--- config.mk ---
export PLATFORM = sky130hd
export DESIGN_NAME = rtlinf_job_sequencer_flat
export DESIGN_NICKNAME = d
export VERILOG_FILES = /design/src/rtl/rtlinf_pkg.sv /design/src/rtl/rtlinf_job_sequencer_if.sv /design/src/rtl/rtlinf_watchdog.sv /design/src/rtl/rtlinf_job_sequencer.sv /design/src/flat_wrapper.sv
export SDC_FILE = /design/constraint.sdc
export NUM_CORES = 1
export LEC_CHECK = 0
export CORE_ASPECT_RATIO = 0.75
export CORE_MARGIN = 2
export CORE_UTILIZATION = 48
export CTS_BUF_LIST = sky130_fd_sc_hd__clkbuf_8
export CTS_CLUSTER_SIZE = 30
export DETAILED_ROUTE_END_ITERATION = 8
export PLACE_DENSITY = 0.83
export SETUP_SLACK_MARGIN = 0.3
export SYNTH_ARGS = -nofsm -noshare
export SYNTH_HDL_FRONTEND = slang
export SYNTH_HIERARCHICAL = 1
export SYNTH_SLANG_ARGS = --single-unit
--- constraint.sdc ---
create_clock -name clk -period 3.6 [get_ports clk]
set_input_delay 0.72 -clock clk [delete_from_list [all_inputs] [get_ports clk]]
set_output_delay 0.72 -clock clk [all_outputs]
set_load 0.005 [all_outputs]
--- src/rtl/rtlinf_pkg.sv ---
// Shared definitions for the job sequencer: FSM state encoding and watchdog defaults.
package rtlinf_pkg;

  localparam int DEFAULT_TIMEOUT_CYCLES = 4096;
  localparam int WDOG_WIDTH             = 16;

  typedef enum logic [2:0] {
    ST_IDLE,
    ST_ASSIGN_ACT,
    ST_ASSIGN_WGT,
    ST_CONFIG,
    ST_WAIT,
    ST_UNASSIGN_ACT,
    ST_UNASSIGN_WGT,
    ST_DONE
  } seq_state_t;

endpackage

--- src/rtl/rtlinf_job_sequencer_if.sv ---
// Job descriptor handshake between a job producer (master) and the sequencer (slave).
interface rtlinf_job_sequencer_if #(
  parameter int LOG_NUM_KERNELS         = 1,
  parameter int LOG_NUM_ACT_MEMORIES    = 1,
  parameter int LOG_NUM_WEIGHT_MEMORIES = 1,
  parameter int LOG_MAX_ITERS           = 8,
  parameter int LOG_MAX_READS_PER_ITER  = 8,
  parameter int DATA_WIDTH              = 8
);
  logic                               job_valid;
  logic                               job_ready;
  logic [LOG_NUM_KERNELS-1:0]         job_kernel;
  logic [LOG_NUM_ACT_MEMORIES-1:0]    job_act_mem;
  logic [LOG_NUM_WEIGHT_MEMORIES-1:0] job_weight_mem;
  logic [LOG_MAX_ITERS-1:0]           job_num_iters;
  logic [LOG_MAX_READS_PER_ITER-1:0]  job_num_reads;
  logic                               job_mode_in;
  logic                               job_mode_out;
  logic [DATA_WIDTH-1:0]              job_min_clip;
  logic [DATA_WIDTH-1:0]              job_max_clip;

  modport master (
    output job_valid, job_kernel, job_act_mem, job_weight_mem, job_num_iters,
           job_num_reads, job_mode_in, job_mode_out, job_min_clip, job_max_clip,
    input  job_ready
  );

  modport slave (
    input  job_valid, job_kernel, job_act_mem, job_weight_mem, job_num_iters,
           job_num_reads, job_mode_in, job_mode_out, job_min_clip, job_max_clip,
    output job_ready
  );
endinterface

--- src/rtl/rtlinf_watchdog.sv ---
// Free-running cycle counter that flags when it reaches limit-1 while enabled.
module rtlinf_watchdog #(
  parameter int WIDTH = 16
) (
  input  logic             clk,
  input  logic             rst,
  input  logic             clear,
  input  logic             enable,
  input  logic [WIDTH-1:0] limit,
  output logic             expired
);

  logic [WIDTH-1:0] count;

  // NOTE: sequential state is always assigned with <= so every flop samples pre-edge values.
  always_ff @(posedge clk) begin
    if (rst || clear) begin
      count <= '0;
    end else if (enable) begin
      count <= count + WIDTH'(1);
    end
  end

  assign expired = enable && (count == (limit - WIDTH'(1)));

endmodule

--- src/rtl/rtlinf_job_sequencer.sv ---
// Sequences one job at a time: assign memories, configure the kernel, wait for completion
// (with watchdog), release memories and report done/error.
module rtlinf_job_sequencer
  import rtlinf_pkg::*;
#(
  parameter int NUM_KERNELS             = 2,
  parameter int LOG_NUM_KERNELS         = 1,
  parameter int LOG_NUM_ACT_MEMORIES    = 1,
  parameter int LOG_NUM_WEIGHT_MEMORIES = 1,
  parameter int LOG_MAX_ITERS           = 8,
  parameter int LOG_MAX_READS_PER_ITER  = 8,
  parameter int DATA_WIDTH              = 8,
  parameter int TIMEOUT_CYCLES          = DEFAULT_TIMEOUT_CYCLES
) (
  input  logic                               clk,
  input  logic                               rst,
  rtlinf_job_sequencer_if.slave              job,
  input  logic [NUM_KERNELS-1:0]             kernel_done,

  output logic                               cmd_act_assign,
  output logic                               cmd_act_unassign,
  output logic [LOG_NUM_KERNELS:0]           cmd_act_read_port,
  output logic [LOG_NUM_KERNELS:0]           cmd_act_write_port,
  output logic [LOG_NUM_ACT_MEMORIES-1:0]    cmd_act_memory,

  output logic                               cmd_weight_assign,
  output logic                               cmd_weight_unassign,
  output logic [LOG_NUM_KERNELS-1:0]         cmd_weight_read_port,
  output logic                               cmd_weight_write_port,
  output logic [LOG_NUM_WEIGHT_MEMORIES-1:0] cmd_weight_memory,

  output logic [NUM_KERNELS-1:0]             configure,
  output logic [LOG_MAX_ITERS-1:0]           num_iters,
  output logic [LOG_MAX_READS_PER_ITER-1:0]  num_reads_per_iter,
  output logic                               conf_mode_in,
  output logic                               conf_mode_out,
  output logic [DATA_WIDTH-1:0]              min_clip,
  output logic [DATA_WIDTH-1:0]              max_clip,

  output logic                               job_done,
  output logic                               job_error,
  output logic                               busy
);

  localparam logic [WDOG_WIDTH-1:0] WDOG_LIMIT = WDOG_WIDTH'(TIMEOUT_CYCLES);

  seq_state_t                         state, state_nxt;
  logic [LOG_NUM_KERNELS-1:0]         kernel_q;
  logic [LOG_NUM_ACT_MEMORIES-1:0]    act_mem_q;
  logic [LOG_NUM_WEIGHT_MEMORIES-1:0] wgt_mem_q;
  logic                               err_q;

  logic accept;
  logic done_hit;
  logic wdog_expired;
  logic timeout;
  logic act_sel;
  logic wgt_sel;

  assign job.job_ready = (state == ST_IDLE);
  assign busy          = (state != ST_IDLE);
  assign accept        = job.job_valid && (state == ST_IDLE);
  assign done_hit      = kernel_done[kernel_q];
  assign timeout       = (state == ST_WAIT) && wdog_expired && !done_hit;

  rtlinf_watchdog #(.WIDTH(WDOG_WIDTH)) u_watchdog (
    .clk     (clk),
    .rst     (rst),
    .clear   (state == ST_CONFIG),
    .enable  (state == ST_WAIT),
    .limit   (WDOG_LIMIT),
    .expired (wdog_expired)
  );

  always_ff @(posedge clk) begin
    if (rst) begin
      state              <= ST_IDLE;
      kernel_q           <= '0;
      act_mem_q          <= '0;
      wgt_mem_q          <= '0;
      err_q              <= 1'b0;
      num_iters          <= '0;
      num_reads_per_iter <= '0;
      conf_mode_in       <= 1'b0;
      conf_mode_out      <= 1'b0;
      min_clip           <= '0;
      max_clip           <= '0;
    end else begin
      state <= state_nxt;
      if (accept) begin
        kernel_q           <= job.job_kernel;
        act_mem_q          <= job.job_act_mem;
        wgt_mem_q          <= job.job_weight_mem;
        err_q              <= 1'b0;
        num_iters          <= job.job_num_iters;
        num_reads_per_iter <= job.job_num_reads;
        conf_mode_in       <= job.job_mode_in;
        conf_mode_out      <= job.job_mode_out;
        min_clip           <= job.job_min_clip;
        max_clip           <= job.job_max_clip;
      end else if (timeout) begin
        err_q <= 1'b1;
      end
    end
  end

  // NOTE: every always_comb output gets a default first so no path leaves it unassigned (no latch).
  always_comb begin
    state_nxt = state;
    case (state)
      ST_IDLE:         if (accept) state_nxt = ST_ASSIGN_ACT;
      ST_ASSIGN_ACT:   state_nxt = ST_ASSIGN_WGT;
      ST_ASSIGN_WGT:   state_nxt = (num_iters == '0) ? ST_UNASSIGN_ACT : ST_CONFIG;
      ST_CONFIG:       state_nxt = ST_WAIT;
      ST_WAIT:         if (done_hit || wdog_expired) state_nxt = ST_UNASSIGN_ACT;
      ST_UNASSIGN_ACT: state_nxt = ST_UNASSIGN_WGT;
      ST_UNASSIGN_WGT: state_nxt = ST_DONE;
      ST_DONE:         state_nxt = ST_IDLE;
      default:         state_nxt = ST_IDLE;
    endcase
  end

  // Port/memory fields are driven only alongside their pulse and are zero otherwise.
  assign act_sel = (state == ST_ASSIGN_ACT) || (state == ST_UNASSIGN_ACT);
  assign wgt_sel = (state == ST_ASSIGN_WGT) || (state == ST_UNASSIGN_WGT);

  always_comb begin
    cmd_act_assign       = (state == ST_ASSIGN_ACT);
    cmd_act_unassign     = (state == ST_UNASSIGN_ACT);
    cmd_act_read_port    = '0;
    cmd_act_write_port   = '0;
    cmd_act_memory       = '0;
    cmd_weight_assign    = (state == ST_ASSIGN_WGT);
    cmd_weight_unassign  = (state == ST_UNASSIGN_WGT);
    cmd_weight_read_port = '0;
    cmd_weight_memory    = '0;
    configure            = '0;
    job_done             = (state == ST_DONE);
    job_error            = (state == ST_DONE) && err_q;

    if (act_sel) begin
      cmd_act_read_port  = {1'b0, kernel_q};
      cmd_act_write_port = {1'b0, kernel_q};
      cmd_act_memory     = act_mem_q;
    end
    if (wgt_sel) begin
      cmd_weight_read_port = kernel_q;
      cmd_weight_memory    = wgt_mem_q;
    end
    if (state == ST_CONFIG) begin
      configure[kernel_q] = 1'b1;
    end
  end

  assign cmd_weight_write_port = 1'b0;

endmodule

--- src/flat_wrapper.sv ---
// flat-port wrapper written by rule: the top's interface ports become plain ports
module rtlinf_job_sequencer_flat import rtlinf_pkg::*;
#(
  parameter int NUM_KERNELS             = 2,
  parameter int LOG_NUM_KERNELS         = 1,
  parameter int LOG_NUM_ACT_MEMORIES    = 1,
  parameter int LOG_NUM_WEIGHT_MEMORIES = 1,
  parameter int LOG_MAX_ITERS           = 8,
  parameter int LOG_MAX_READS_PER_ITER  = 8,
  parameter int DATA_WIDTH              = 8,
  parameter int TIMEOUT_CYCLES          = DEFAULT_TIMEOUT_CYCLES
)
  (clk, rst, kernel_done, cmd_act_assign, cmd_act_unassign, cmd_act_read_port, cmd_act_write_port, cmd_act_memory, cmd_weight_assign, cmd_weight_unassign, cmd_weight_read_port, cmd_weight_write_port, cmd_weight_memory, configure, num_iters, num_reads_per_iter, conf_mode_in, conf_mode_out, min_clip, max_clip, job_done, job_error, busy, job_job_valid, job_job_kernel, job_job_act_mem, job_job_weight_mem, job_job_num_iters, job_job_num_reads, job_job_mode_in, job_job_mode_out, job_job_min_clip, job_job_max_clip, job_job_ready);
  rtlinf_job_sequencer_if #(.LOG_NUM_KERNELS(LOG_NUM_KERNELS), .LOG_NUM_ACT_MEMORIES(LOG_NUM_ACT_MEMORIES), .LOG_NUM_WEIGHT_MEMORIES(LOG_NUM_WEIGHT_MEMORIES), .LOG_MAX_ITERS(LOG_MAX_ITERS), .LOG_MAX_READS_PER_ITER(LOG_MAX_READS_PER_ITER), .DATA_WIDTH(DATA_WIDTH)) job_i ();
  input  logic clk;
  input  logic rst;
  input  logic [NUM_KERNELS-1:0] kernel_done;
  output logic cmd_act_assign;
  output logic cmd_act_unassign;
  output logic [LOG_NUM_KERNELS:0] cmd_act_read_port;
  output logic [LOG_NUM_KERNELS:0] cmd_act_write_port;
  output logic [LOG_NUM_ACT_MEMORIES-1:0] cmd_act_memory;
  output logic cmd_weight_assign;
  output logic cmd_weight_unassign;
  output logic [LOG_NUM_KERNELS-1:0] cmd_weight_read_port;
  output logic cmd_weight_write_port;
  output logic [LOG_NUM_WEIGHT_MEMORIES-1:0] cmd_weight_memory;
  output logic [NUM_KERNELS-1:0] configure;
  output logic [LOG_MAX_ITERS-1:0] num_iters;
  output logic [LOG_MAX_READS_PER_ITER-1:0] num_reads_per_iter;
  output logic conf_mode_in;
  output logic conf_mode_out;
  output logic [DATA_WIDTH-1:0] min_clip;
  output logic [DATA_WIDTH-1:0] max_clip;
  output logic job_done;
  output logic job_error;
  output logic busy;
  input wire logic [$bits(job_i.job_valid)-1:0] job_job_valid;
  input wire logic [$bits(job_i.job_kernel)-1:0] job_job_kernel;
  input wire logic [$bits(job_i.job_act_mem)-1:0] job_job_act_mem;
  input wire logic [$bits(job_i.job_weight_mem)-1:0] job_job_weight_mem;
  input wire logic [$bits(job_i.job_num_iters)-1:0] job_job_num_iters;
  input wire logic [$bits(job_i.job_num_reads)-1:0] job_job_num_reads;
  input wire logic [$bits(job_i.job_mode_in)-1:0] job_job_mode_in;
  input wire logic [$bits(job_i.job_mode_out)-1:0] job_job_mode_out;
  input wire logic [$bits(job_i.job_min_clip)-1:0] job_job_min_clip;
  input wire logic [$bits(job_i.job_max_clip)-1:0] job_job_max_clip;
  output wire logic [$bits(job_i.job_ready)-1:0] job_job_ready;
  assign job_i.job_valid = job_job_valid;
  assign job_i.job_kernel = job_job_kernel;
  assign job_i.job_act_mem = job_job_act_mem;
  assign job_i.job_weight_mem = job_job_weight_mem;
  assign job_i.job_num_iters = job_job_num_iters;
  assign job_i.job_num_reads = job_job_num_reads;
  assign job_i.job_mode_in = job_job_mode_in;
  assign job_i.job_mode_out = job_job_mode_out;
  assign job_i.job_min_clip = job_job_min_clip;
  assign job_i.job_max_clip = job_job_max_clip;
  assign job_job_ready = job_i.job_ready;
  rtlinf_job_sequencer #(.NUM_KERNELS(NUM_KERNELS), .LOG_NUM_KERNELS(LOG_NUM_KERNELS), .LOG_NUM_ACT_MEMORIES(LOG_NUM_ACT_MEMORIES), .LOG_NUM_WEIGHT_MEMORIES(LOG_NUM_WEIGHT_MEMORIES), .LOG_MAX_ITERS(LOG_MAX_ITERS), .LOG_MAX_READS_PER_ITER(LOG_MAX_READS_PER_ITER), .DATA_WIDTH(DATA_WIDTH), .TIMEOUT_CYCLES(TIMEOUT_CYCLES)) u_core (.clk(clk), .rst(rst), .job(job_i), .kernel_done(kernel_done), .cmd_act_assign(cmd_act_assign), .cmd_act_unassign(cmd_act_unassign), .cmd_act_read_port(cmd_act_read_port), .cmd_act_write_port(cmd_act_write_port), .cmd_act_memory(cmd_act_memory), .cmd_weight_assign(cmd_weight_assign), .cmd_weight_unassign(cmd_weight_unassign), .cmd_weight_read_port(cmd_weight_read_port), .cmd_weight_write_port(cmd_weight_write_port), .cmd_weight_memory(cmd_weight_memory), .configure(configure), .num_iters(num_iters), .num_reads_per_iter(num_reads_per_iter), .conf_mode_in(conf_mode_in), .conf_mode_out(conf_mode_out), .min_clip(min_clip), .max_clip(max_clip), .job_done(job_done), .job_error(job_error), .busy(busy));
endmodule
==> metrics, run 1 <==
Final Wtd Congestion=0.844; reg-to-reg setup timing slack=0.96 ns; Routed Antenna Nets=0; Hold Buf Count CTS=0; Max Cap Violations=0; synth warn=6; P_sw=0.000462 W; wire per inst=13.0 um; initial core utilization=49.9%; post-route clock period utilization=76.8%; post-synthesis cell type count=50; RSZ-0062 raised after global routing=false; CP Max Fanout=14; number of global-route vias before repair=2706; post-synth top area cell=dfxtp_1; Leak=1.60 nW; share of cells above drive strength 1=8.27%; Post-Syn Instances=362; first-pass GRT wire length=12500 um; # setup viols final=0; detailed placer's ending HPWL=5520 um; CTS tree=built; CP Class=register to primary output; initial antenna violation count=0; DRC=0; critical path required time=2.88 ns; CP bufs+invs=1; switch share=29.8%; crit path DAT=2.05 ns; Worst setup EP type=primary output; pwr/cell area=373 mW/mm2; CORE AREA=0.00583 mm2; setup tns final=0 ns; min-delay src=u_core/act_mem_q; Synth top area share=39.3%; buffers added on ports=90; Final nets=535; R2R Path End=u_core/state[1]; share of the yosys chip area belonging to registers=39.3%; DIE WIDTH=93.9 um; proportion of power drawn by combinational gates=20.3%; Via density=4.88; fmax=362 MHz; H-tree depth=3; ant diodes=0; clk slew on worst S/H paths=0.07 ns; Final Hold Vio Count=0; Most used DFF post-synth=dfxtp_1; CP startpoint=u_core/state[0]; Clock Tree Buf Depth=2; Crit path max-delay family=flip-flops; async set or reset register ratio after synthesis=0%; slowest stage cell, crit path=dfxtp_1; FP Rows=24; Int Power=0.00109 W; Yosys reg bits=57; Ports=94; Die ar.=0.00670 mm2; GRT Util Overall=23.6%; DR vias=2802; Seq pwr share=45.3%; drt initial violations=161; Hold Path Depth=2; root buffer cell=clkbuf_8; cell with the most instances after synthesis=nand2_1; drt total wl=7460 um; status=completed; Post-CTS Setup Bufs=0; Hold Path Class=register to register; # clock sinks=57; crit path cell chain=nor2b_1 -> and2_1 -> clkdlybuf4s50_1; clk_skew=0.00714 ns; cts repair resizes=0; CTS Buf Count=9; Syn Area/Cell=8.03 um2; Post-synth top cells=75 x nand2_1, 57 x dfxtp_1, 40 x a21oi_1; Post-Synthesis Cell Area=0.00291 mm2; fin crit period=2.77 ns; Clk Latency, worst-skew pair=0.34 ns; Die Height=71.4 um; drt first pass iters=5; max incr delay on CP=0.62 ns; total grt overflow=0; start of the worst register-to-register path=u_core/state[2]; largest net degree at the start of global routing=39; WHS Endpoint=u_core/act_mem_q; synth top area cells=dfxtp_1 39%, nand2_1 9.7%, a21oi_1 6.9%, xor2_1 6.3%, nor2_1 3.6%; peak supply drop=0.284 mV; clock group share of total power=34.4%; Worst Reg2Reg Path Length in Cells=10; max-slew violations=0; Startpoint Class=register; Syn-to-layout area delta=42.9%; EDFF count, synth=0; Pwr Total=0.00155 W
==> cell usage in the layout, fill, tap and decap left out, types with 4 or more instances in the layout <==
cell and instances:
clkdlybuf4s50_1 90, nand2_1 75, dfxtp_1 57, conb_1 52, a21oi_1 40, nor2_1 28
xor2_1 21, nor3_1 12, xnor2_1 11, nand2_2 10, clkbuf_8 9, inv_1 8
nand3_1 7, and2_1 6, nor4_1 4, buf_4 4, o21ai_0 4, nand4_1 4
==> how the worst max path moves through the flow <==
stage,endpoint,slack [ns],depth (start not counted)
2_1_floorplan,u_core/state[1],1.08,11
3_3_place_gp,u_core/state[1],1.14,10
3_5_place_dp,u_core/state[1],1.01,10
4_1_cts,cmd_act_read_port[0],0.82,3
5_1_grt,job_error,0.71,4
6_report,cmd_act_read_port[0],0.83,3
==> kinds of logic (layout without fill, tap and decap cells) <==
kind of cell / Yosys count / count (layout) / synth area share [%]
AND/OR/NAND/NOR: 170 / 170 / 29.6
buffers and inverters: 34 / 118 / 6.41
other: 2 / 52 / 0.258
multiplexers: 3 / 3 / 1.03
adder cells (fa/ha/maj): 2 / 2 / 0.861
AO/OA/AOI/OAI: 62 / 62 / 12.9
flip-flops: 57 / 57 / 39.3
XOR/XNOR: 32 / 32 / 9.64
==> power groups by stage <==
stage	clock network [W]	logic, W	registers (W)
floorplan	0	0.000171	0.000710
global placement	0	0.000304	0.000713
detailed placement	0	0.000309	0.000717
CTS	0.000549	0.000312	0.000702
global route	0.000575	0.000345	0.000708
finish	0.000534	0.000314	0.000703
==> through the flow <==
stage	instance area (um2)	hold slack [ns]	instances	worst slack (ns)	util, %
2_1_floorplan	3090	0.432	412	1.08	-
3_3_place_gp	3980	0.439	558	1.14	68.2
3_5_place_dp	3980	0.445	558	1.01	68.2
4_1_cts	4150	0.454	574	0.824	71.3
5_1_grt	4150	0.480	574	0.714	71.3
6_report	4150	0.454	574	0.834	71.3
==> tightest hold or removal path, cell delays in order, from the launching register on <==
cell and delay (ns):
dfxtp_1 0.31, nand2_1 0.05, a21oi_1 0.05
==> sequential cells by signal, summed over array words and instances (netlist names), 3 cells and up <==
signal	flops
u_core/u_watchdog/count	16
u_core/state	3
u_core/num_iters	8
u_core/num_reads_per_iter	8
u_core/min_clip	8
u_core/max_clip	8
==> cell type report <==
class                           instances  area (um2)
Clock inverter                          7        53.8
Tap cell                               78        97.6
Sequential cell                        57        1140
Clock buffer                            9         124
Timing Repair Buffer                   94         931
Fill cell                             473        1670
Inverter                                8        30.0
Multi-Input combinational cell        321        1780
==> per-layer routing <==
metal | up-vias | global-route usage, % | share of wire (%)
met5 | - | 0 | 0
met4 | 0 | 6.12 | 0.84
met3 | 8 | 8.52 | 6.2
met2 | 84 | 38.3 | 48
met1 | 1284 | 30.1 | 45
li1 | 1426 | - | -
(Power assumes the default switching activity.)
==> run 2, diff against run 1 <==
--- a/config.mk
+++ b/config.mk
@@ -7,11 +7,11 @@
 export LEC_CHECK = 0
 export CORE_ASPECT_RATIO = 0.75
 export CORE_MARGIN = 2
-export CORE_UTILIZATION = 48
+export CORE_UTILIZATION = 43
 export CTS_BUF_LIST = sky130_fd_sc_hd__clkbuf_8
 export CTS_CLUSTER_SIZE = 30
 export DETAILED_ROUTE_END_ITERATION = 8
-export PLACE_DENSITY = 0.83
+export PLACE_DENSITY = 0.78
 export SETUP_SLACK_MARGIN = 0.3
 export SYNTH_ARGS = -nofsm -noshare
 export SYNTH_HDL_FRONTEND = slang
==> constraint.sdc (replaced) <==
create_clock -name clk -period 2.23 [get_ports clk]
set_input_delay 0.446 -clock clk [delete_from_list [all_inputs] [get_ports clk]]
set_output_delay 0.446 -clock clk [all_outputs]
set_load 0.005 [all_outputs]
==> run 2 against run 1 <==
  * The run now ends with negative setup slack left
  * Wire length rose by 16%
  * Clock power rose by 93%
  * Clock skew up 0.0024 ns
  * Worst hold slack got worse by 0.0026 ns
  * Design area rose by 9.4%
  * Combinational power rose by 100%
  * Critical endpoint is now u_core/state[1]
  * Via count is 4.9% higher
  * Critical path depth rose by 6
  * Flip-flop and latch count unchanged
  * First-iteration DRC count fell by 17%
==> metrics, run 2 (synthesis gave the netlist of run 1 again) <==
crit path DAT=2.60 ns (+0.55 ns); Clock Tree Buf Depth=2 (unchanged); H-tree depth=3 (unchanged); DIE WIDTH=98.9 um (+5.4%); CTS Buf Count=9 (unchanged); DR vias=2939 (+4.9%); Worst setup EP type=register; buffers added on ports=90 (unchanged); root buffer cell=clkbuf_8; largest net degree at the start of global routing=39 (unchanged); failing checks=negative setup slack; CP Max Fanout=3 (-11); status=finished, violations left; Startpoint Class=register; fin crit period=2.32 ns; DRC=0 (unchanged); CTS tree=built; Finished Cell Area=0.00454 mm2 (+9.4%); Leak=1.89 nW (+18%); clk_skew=0.00952 ns (+0.00238 ns); detailed placer's ending HPWL=5810 um (+5.3%); Clk Latency, worst-skew pair=0.34 ns (about the same); Syn-to-layout area delta=56.3%; setup tns final=-0.0890 ns (-0.0890 ns); share of cells above drive strength 1=16.1% (+7.8 points); pwr/cell area=612 mW/mm2 (+64%); Via density=4.91 (+0.68%); GRT Util Overall=23.6% (about the same); Largest Register=u_core/u_watchdog/count; most common cell after layout, fill and taps aside=clkdlybuf4s50_1; most frequent cells in the layout=75 x clkdlybuf4s50_1, 74 x nand2_1, 52 x conb_1, 52 x dfxtp_1, 40 x a21oi_1; drt initial violations=133 (-17%); Final Wtd Congestion=0.866 (+2.6%); Ports=94 (unchanged); post-route clock period utilization=104%; Max Cap Violations=0 (unchanged); worst-margin pin slew=0.574 ns; drt total wl=8650 um (+16%); # fillers=498 (+5.3%); initial core utilization=45.3% (-4.6 points); drt first pass iters=4 (-1); first-pass GRT wire length=13500 um (+8.2%); # clock sinks=57 (unchanged); initial antenna violation count=0 (unchanged); ant diodes=0 (unchanged); wire per inst=14.5 um (+11%); number of global-route vias before repair=2914 (+7.7%); Routed Antenna Nets=0 (unchanged); final core utilization=70.8% (-0.44 points); max reg flops=16 (unchanged); Die ar.=0.00744 mm2 (+11%); final worst slack=-0.0890 ns (-0.924 ns); Final nets=556 (+3.9%); Final Hold Vio Count=0 (unchanged); dpl cell area=0.00411 mm2 (+3.3%); RSZ-0062 raised after global routing=true; Hold Path Class=register to register; CORE AREA=0.00641 mm2 (+10%); peak supply drop=0.487 mV (+72%); CP Class=register to register; # setup viols final=1 (+1); critical path required time=2.51 ns (-0.37 ns); clk slew on worst S/H paths=0.07 ns (about the same); Pwr Total=0.00278 W (+79%); max-slew violations=0 (unchanged); Die Height=75.2 um (+5.3%); FP Rows=25 (+4.2%); total grt overflow=0 (unchanged); Worst slew margin=61.4%; fmax=431 MHz
## run 2: changes by cell type in the layout (fill, tap and decap cells not counted), moves of 3 or more
cell,delta
clkbuf_8,+3
clkdlybuf4s50_1,-15
buf_12,+3
dfxtp_1,-5
nor2_1,-3
buf_4,+14
nor3_1,-3
dlymetal6s2s_1,+4
nor2_2,+3
dfxtp_2,+4
dlygate4sd2_1,+9
## run 2: worst paths after layout
check | slack, ns | startpoint | cells after the start | to
setup / recovery | -0.09 | u_core/state[0] | 9 | u_core/state[1]
hold / removal | 0.45 | u_core/wgt_mem_q | 2 | u_core/wgt_mem_q
setup reg to reg | -0.09 | u_core/state[0] | 9 | u_core/state[1]
hold reg to reg | 0.45 | u_core/wgt_mem_q | 2 | u_core/wgt_mem_q
## run 2: worst max-delay path, stage by stage, from the launching register on
cell and delay (ns):
dfxtp_4 0.36, nor3b_4 0.24, o2111ai_2 0.16, a221oi_2 0.21, o311a_1 0.24, o2111ai_2 0.16, a2111oi_4 0.28, inv_1 0.08
a311o_1 0.31, o21ba_4 0.22
## run 2: cell type report
class / count / area (um2) / share of cell area (%)
Inverter: 8 / 30.0 / 0.661
Tap cell: 81 / 101 / 2.23
Clock inverter: 4 / 50.0 / 1.10
Timing Repair Buffer: 115 / 1160 / 25.5
Sequential cell: 57 / 1150 / 25.3
Multi-Input combinational cell: 321 / 1890 / 41.5
Clock buffer: 12 / 165 / 3.64
## run 2: routing by layer
layer  vias to the layer above  global-route usage [%]  routed length, um
met2                       111                    39.7               4100
met5                         -                       0                  0
met3                        12                    8.17                663
met4                         0                    11.1                152
met1                      1352                    27.6               3730
li1                       1464                       -                  -
## run 2: timing repair
item / 4_1_cts / 5_1_grt
endpoints found under the setup margin: 18 / 12
pin swaps: 0 / 6
gates cloned: 1 / 0
resized for setup: 30 / 18
hold buffers: 0 / 0
hold endpoints to repair: 0 / 0
setup buffers: 6 / 2
## run 2: through the flow
step | setup WS, ns | std cells | hold slack [ns]
floorplan | -0.0417 | 412 | 0.432
global placement | 0.123 | 573 | 0.441
detailed placement | -0.0267 | 573 | 0.444
CTS | 0.0286 | 596 | 0.454
global route | -0.118 | 598 | 0.473
finish | -0.0890 | 598 | 0.451
## run 2: power by group
part | switching, W | internal (W) | total [W]
Combinational | 0.000293 | 0.000335 | 0.000627
Clock | 0.000420 | 0.000605 | 0.00103
Sequential | 0.0000436 | 0.00108 | 0.00113
==> run 3, diff against run 2 <==
--- a/config.mk
+++ b/config.mk
@@ -7,11 +7,11 @@
 export LEC_CHECK = 0
 export CORE_ASPECT_RATIO = 0.75
 export CORE_MARGIN = 2
-export CORE_UTILIZATION = 43
+export CORE_UTILIZATION = 48
 export CTS_BUF_LIST = sky130_fd_sc_hd__clkbuf_8
 export CTS_CLUSTER_SIZE = 30
 export DETAILED_ROUTE_END_ITERATION = 8
-export PLACE_DENSITY = 0.78
+export PLACE_DENSITY = 0.83
 export SETUP_SLACK_MARGIN = 0.3
 export SYNTH_ARGS = -nofsm -noshare
 export SYNTH_HDL_FRONTEND = slang
==> constraint.sdc (replaced) <==
create_clock -name clk -period 2.6 [get_ports clk]
set_input_delay 0.52 -clock clk [delete_from_list [all_inputs] [get_ports clk]]
set_output_delay 0.52 -clock clk [all_outputs]
set_load 0.005 [all_outputs]
==> run 3 against run 2 <==
  * Maximum frequency down 3.0%
  * Worst hold slack lost 0.0018 ns
  * Global-route usage increased by 0.97 points
  * Design area fell by 5.1%
  * Utilization is 3.1 points higher
  * Critical path depth did not move
  * Die area decreased by 9.9%
  * Sequential share of layout area is 1.2 points higher
  * Wire length is 6.2% lower
  * The flow now finishes without violations
  * Cell count down 1.8%
==> metrics, run 3 (synthesis gave the netlist of run 1 again) <==
met1 GRT Util=29.7% (+2.1 points); crit path cell chain=xor2_1 -> o2111ai_1 -> a221oi_1 -> o311a_1 -> o2111ai_1 -> a2111oi_2 -> inv_1 -> a311o_1 -> o21ba_2; max incr delay on CP=0.41 ns (+0.05 ns); start of the worst register-to-register path=u_core/u_watchdog/count[0]; drt first pass iters=4 (unchanged); total grt overflow=0 (unchanged); Hold Path Class=register to register; GRT met2 Usage=39.6% (-0.11 points); Leak=1.70 nW (-10%); min-delay src=u_core/act_mem_q; Clock Tree Buf Depth=2 (unchanged); largest net degree at the start of global routing=39 (unchanged); DR vias=2955 (+0.54%); crit path DAT=2.67 ns (+0.07 ns); Final Wtd Congestion=0.785 (-9.3%); non-filler cells, final=587 (-1.8%); CP startpoint=u_core/u_watchdog/count[0]; Routed Antenna Nets=0 (unchanged); post-route clock period utilization=91.9% (-12 points); setup tns final=0 ns (+0.0890 ns); Die ar.=0.00670 mm2 (-9.9%); RSZ-0062 raised after global routing=true; GR Util met3=9.99% (+1.8 points); initial antenna violation count=0 (unchanged); WHS Endpoint=u_core/act_mem_q; status=completed; ant diodes=0 (unchanged); final worst slack=0.209 ns (+0.298 ns); buffers added on ports=90 (unchanged); Worst setup EP type=register; Largest Register=u_core/u_watchdog/count; Most common cell on crit path=o2111ai_1; Worst Reg2Reg Path Length in Cells=9 (unchanged); drt initial violations=135 (+1.5%); most common cell after layout, fill and taps aside=clkdlybuf4s50_1; first-pass GRT wire length=12900 um (-4.8%); critical path required time=2.87 ns (+0.36 ns); fmax=418 MHz (-3.0%); CORE AREA=0.00583 mm2 (-9.2%); initial core utilization=49.9% (+4.6 points); pwr/cell area=501 mW/mm2 (-18%); H-tree depth=3 (unchanged); max-slew violations=0 (unchanged); Post-Place Setup Slack=0.389 ns (+0.416 ns); Startpoint Class=register; CP Class=register to register; clk_skew=0.0105 ns (+0.000957 ns); Max Cap Violations=0 (unchanged); reg-to-reg setup timing slack=0.21 ns (+0.30 ns); R2R Path End=u_core/state[1]; Die Height=71.4 um (-5.1%); FP Rows=24 (-4.0%); peak supply drop=0.313 mV (-36%); share of cells above drive strength 1=12.6% (-3.5 points); dpl cells=563 (-1.7%); root buffer cell=clkbuf_8; DRC=0 (unchanged); detailed placer's ending HPWL=5610 um (-3.5%); # clock sinks=57 (unchanged); Final nets=549 (-1.3%); CTS tree=built; Hold Path Depth=2 (unchanged); # setup viols final=0 (-1); fin crit period=2.39 ns (+0.0716 ns); drt total wl=8120 um (-6.2%); Ports=94 (unchanged); wire per inst=13.8 um (-4.4%); Syn-to-layout area delta=48.3%; number of global-route vias before repair=2788 (-4.3%); GRT Util Overall=24.6% (+0.97 points); CP Max Fanout=4 (+1); DIE WIDTH=93.9 um (-5.1%); Via density=5.03 (+2.4%); Final Hold Vio Count=0 (unchanged); clk slew on worst S/H paths=0.06 ns (about the same); max reg flops=16 (unchanged); slowest stage cell, crit path=dfxtp_1; Clk Latency, worst-skew pair=0.34 ns (about the same); most frequent cells in the layout=89 x clkdlybuf4s50_1, 75 x nand2_1, 55 x dfxtp_1, 52 x conb_1, 40 x a21oi_1; global route hottest layer=met2; CTS Buf Count=9 (unchanged)
## run 3: cell types whose count changed in the layout (fill, tap and decap cells not counted), moves of 3 or more
| cell | previous run | this run |
|---|---|---|
| clkdlybuf4s50_1 | 75 | 89 |
| dlygate4sd2_1 | 9 | 1 |
| dlymetal6s2s_1 | 4 | 0 |
| buf_12 | 3 | 0 |
| buf_4 | 18 | 15 |
| dfxtp_1 | 52 | 55 |
| nor3_2 | 1 | 4 |
## run 3: through the flow
stage | hold WS [ns] | utilization [%] | power (W) | instance area (um2)
after floorplan | 0.432 | - | 0.00122 | 3110
after global placement | 0.439 | 69.1 | 0.00142 | 4020
after detailed placement | 0.445 | 69.1 | 0.00143 | 4020
after CTS | 0.452 | 72.7 | 0.00215 | 4230
after global routing | 0.470 | 74.0 | 0.00226 | 4310
final | 0.449 | 74.0 | 0.00216 | 4310
## run 3: routing by layer
metal  wire length (um)  vias up  share of wire [%]
met3                523       24                6.4
met4                255        0                3.1
met1               3380     1376                 42
met5                  0        -                  0
li1                   -     1447                  -
met2               3960      108                 49
## run 3: where the power goes
| part | internal [W] | switching [W] | total, W |
|---|---|---|---|
| clock | 0.000355 | 0.000350 | 0.000706 |
| sequential | 0.000928 | 0.0000364 | 0.000965 |
| combinational | 0.000257 | 0.000231 | 0.000488 |
| total | 0.00154 | 0.000618 | 0.00216 |
## run 3: what timing repair did
action | 4_1_cts | 5_1_grt
gates resized for setup | 8 | 8
endpoints found under the setup margin | 11 | 14
buffers inserted | 4 | 5
pin swaps | 1 | 1
hold endpoints to repair | 0 | 0
hold buffers | 0 | 0
## run 3: final cells by class
type | instances | area [um2]
clock buffer | 10 | 138
timing repair buffer | 108 | 1050
clock inverter | 5 | 25.0
sequential | 57 | 1140
tap | 78 | 97.6
inverter | 8 | 33.8
fill | 436 | 1520
multi-input combinational | 321 | 1830
## run 3: how the worst max path moves through the flow
stage                                    to  slack [ns]  cells past startpoint
after floorplan             u_core/state[1]        0.31                     11
after global placement      u_core/state[1]        0.47                      9
after detailed placement    u_core/state[1]        0.39                      9
after CTS                 cmd_weight_memory        0.31                      5
after global routing        u_core/state[1]        0.11                      9
final                       u_core/state[1]        0.21                      9
## run 3: worst max-delay path: cells and delay by family, from the launching register on
kind | cells | cell delay [ns]
AOI/OAI and AO/OA | 7 | 1.66
DFF | 1 | 0.41
xor gates and xnor gates | 1 | 0.17
buffers and inverters | 1 | 0.08
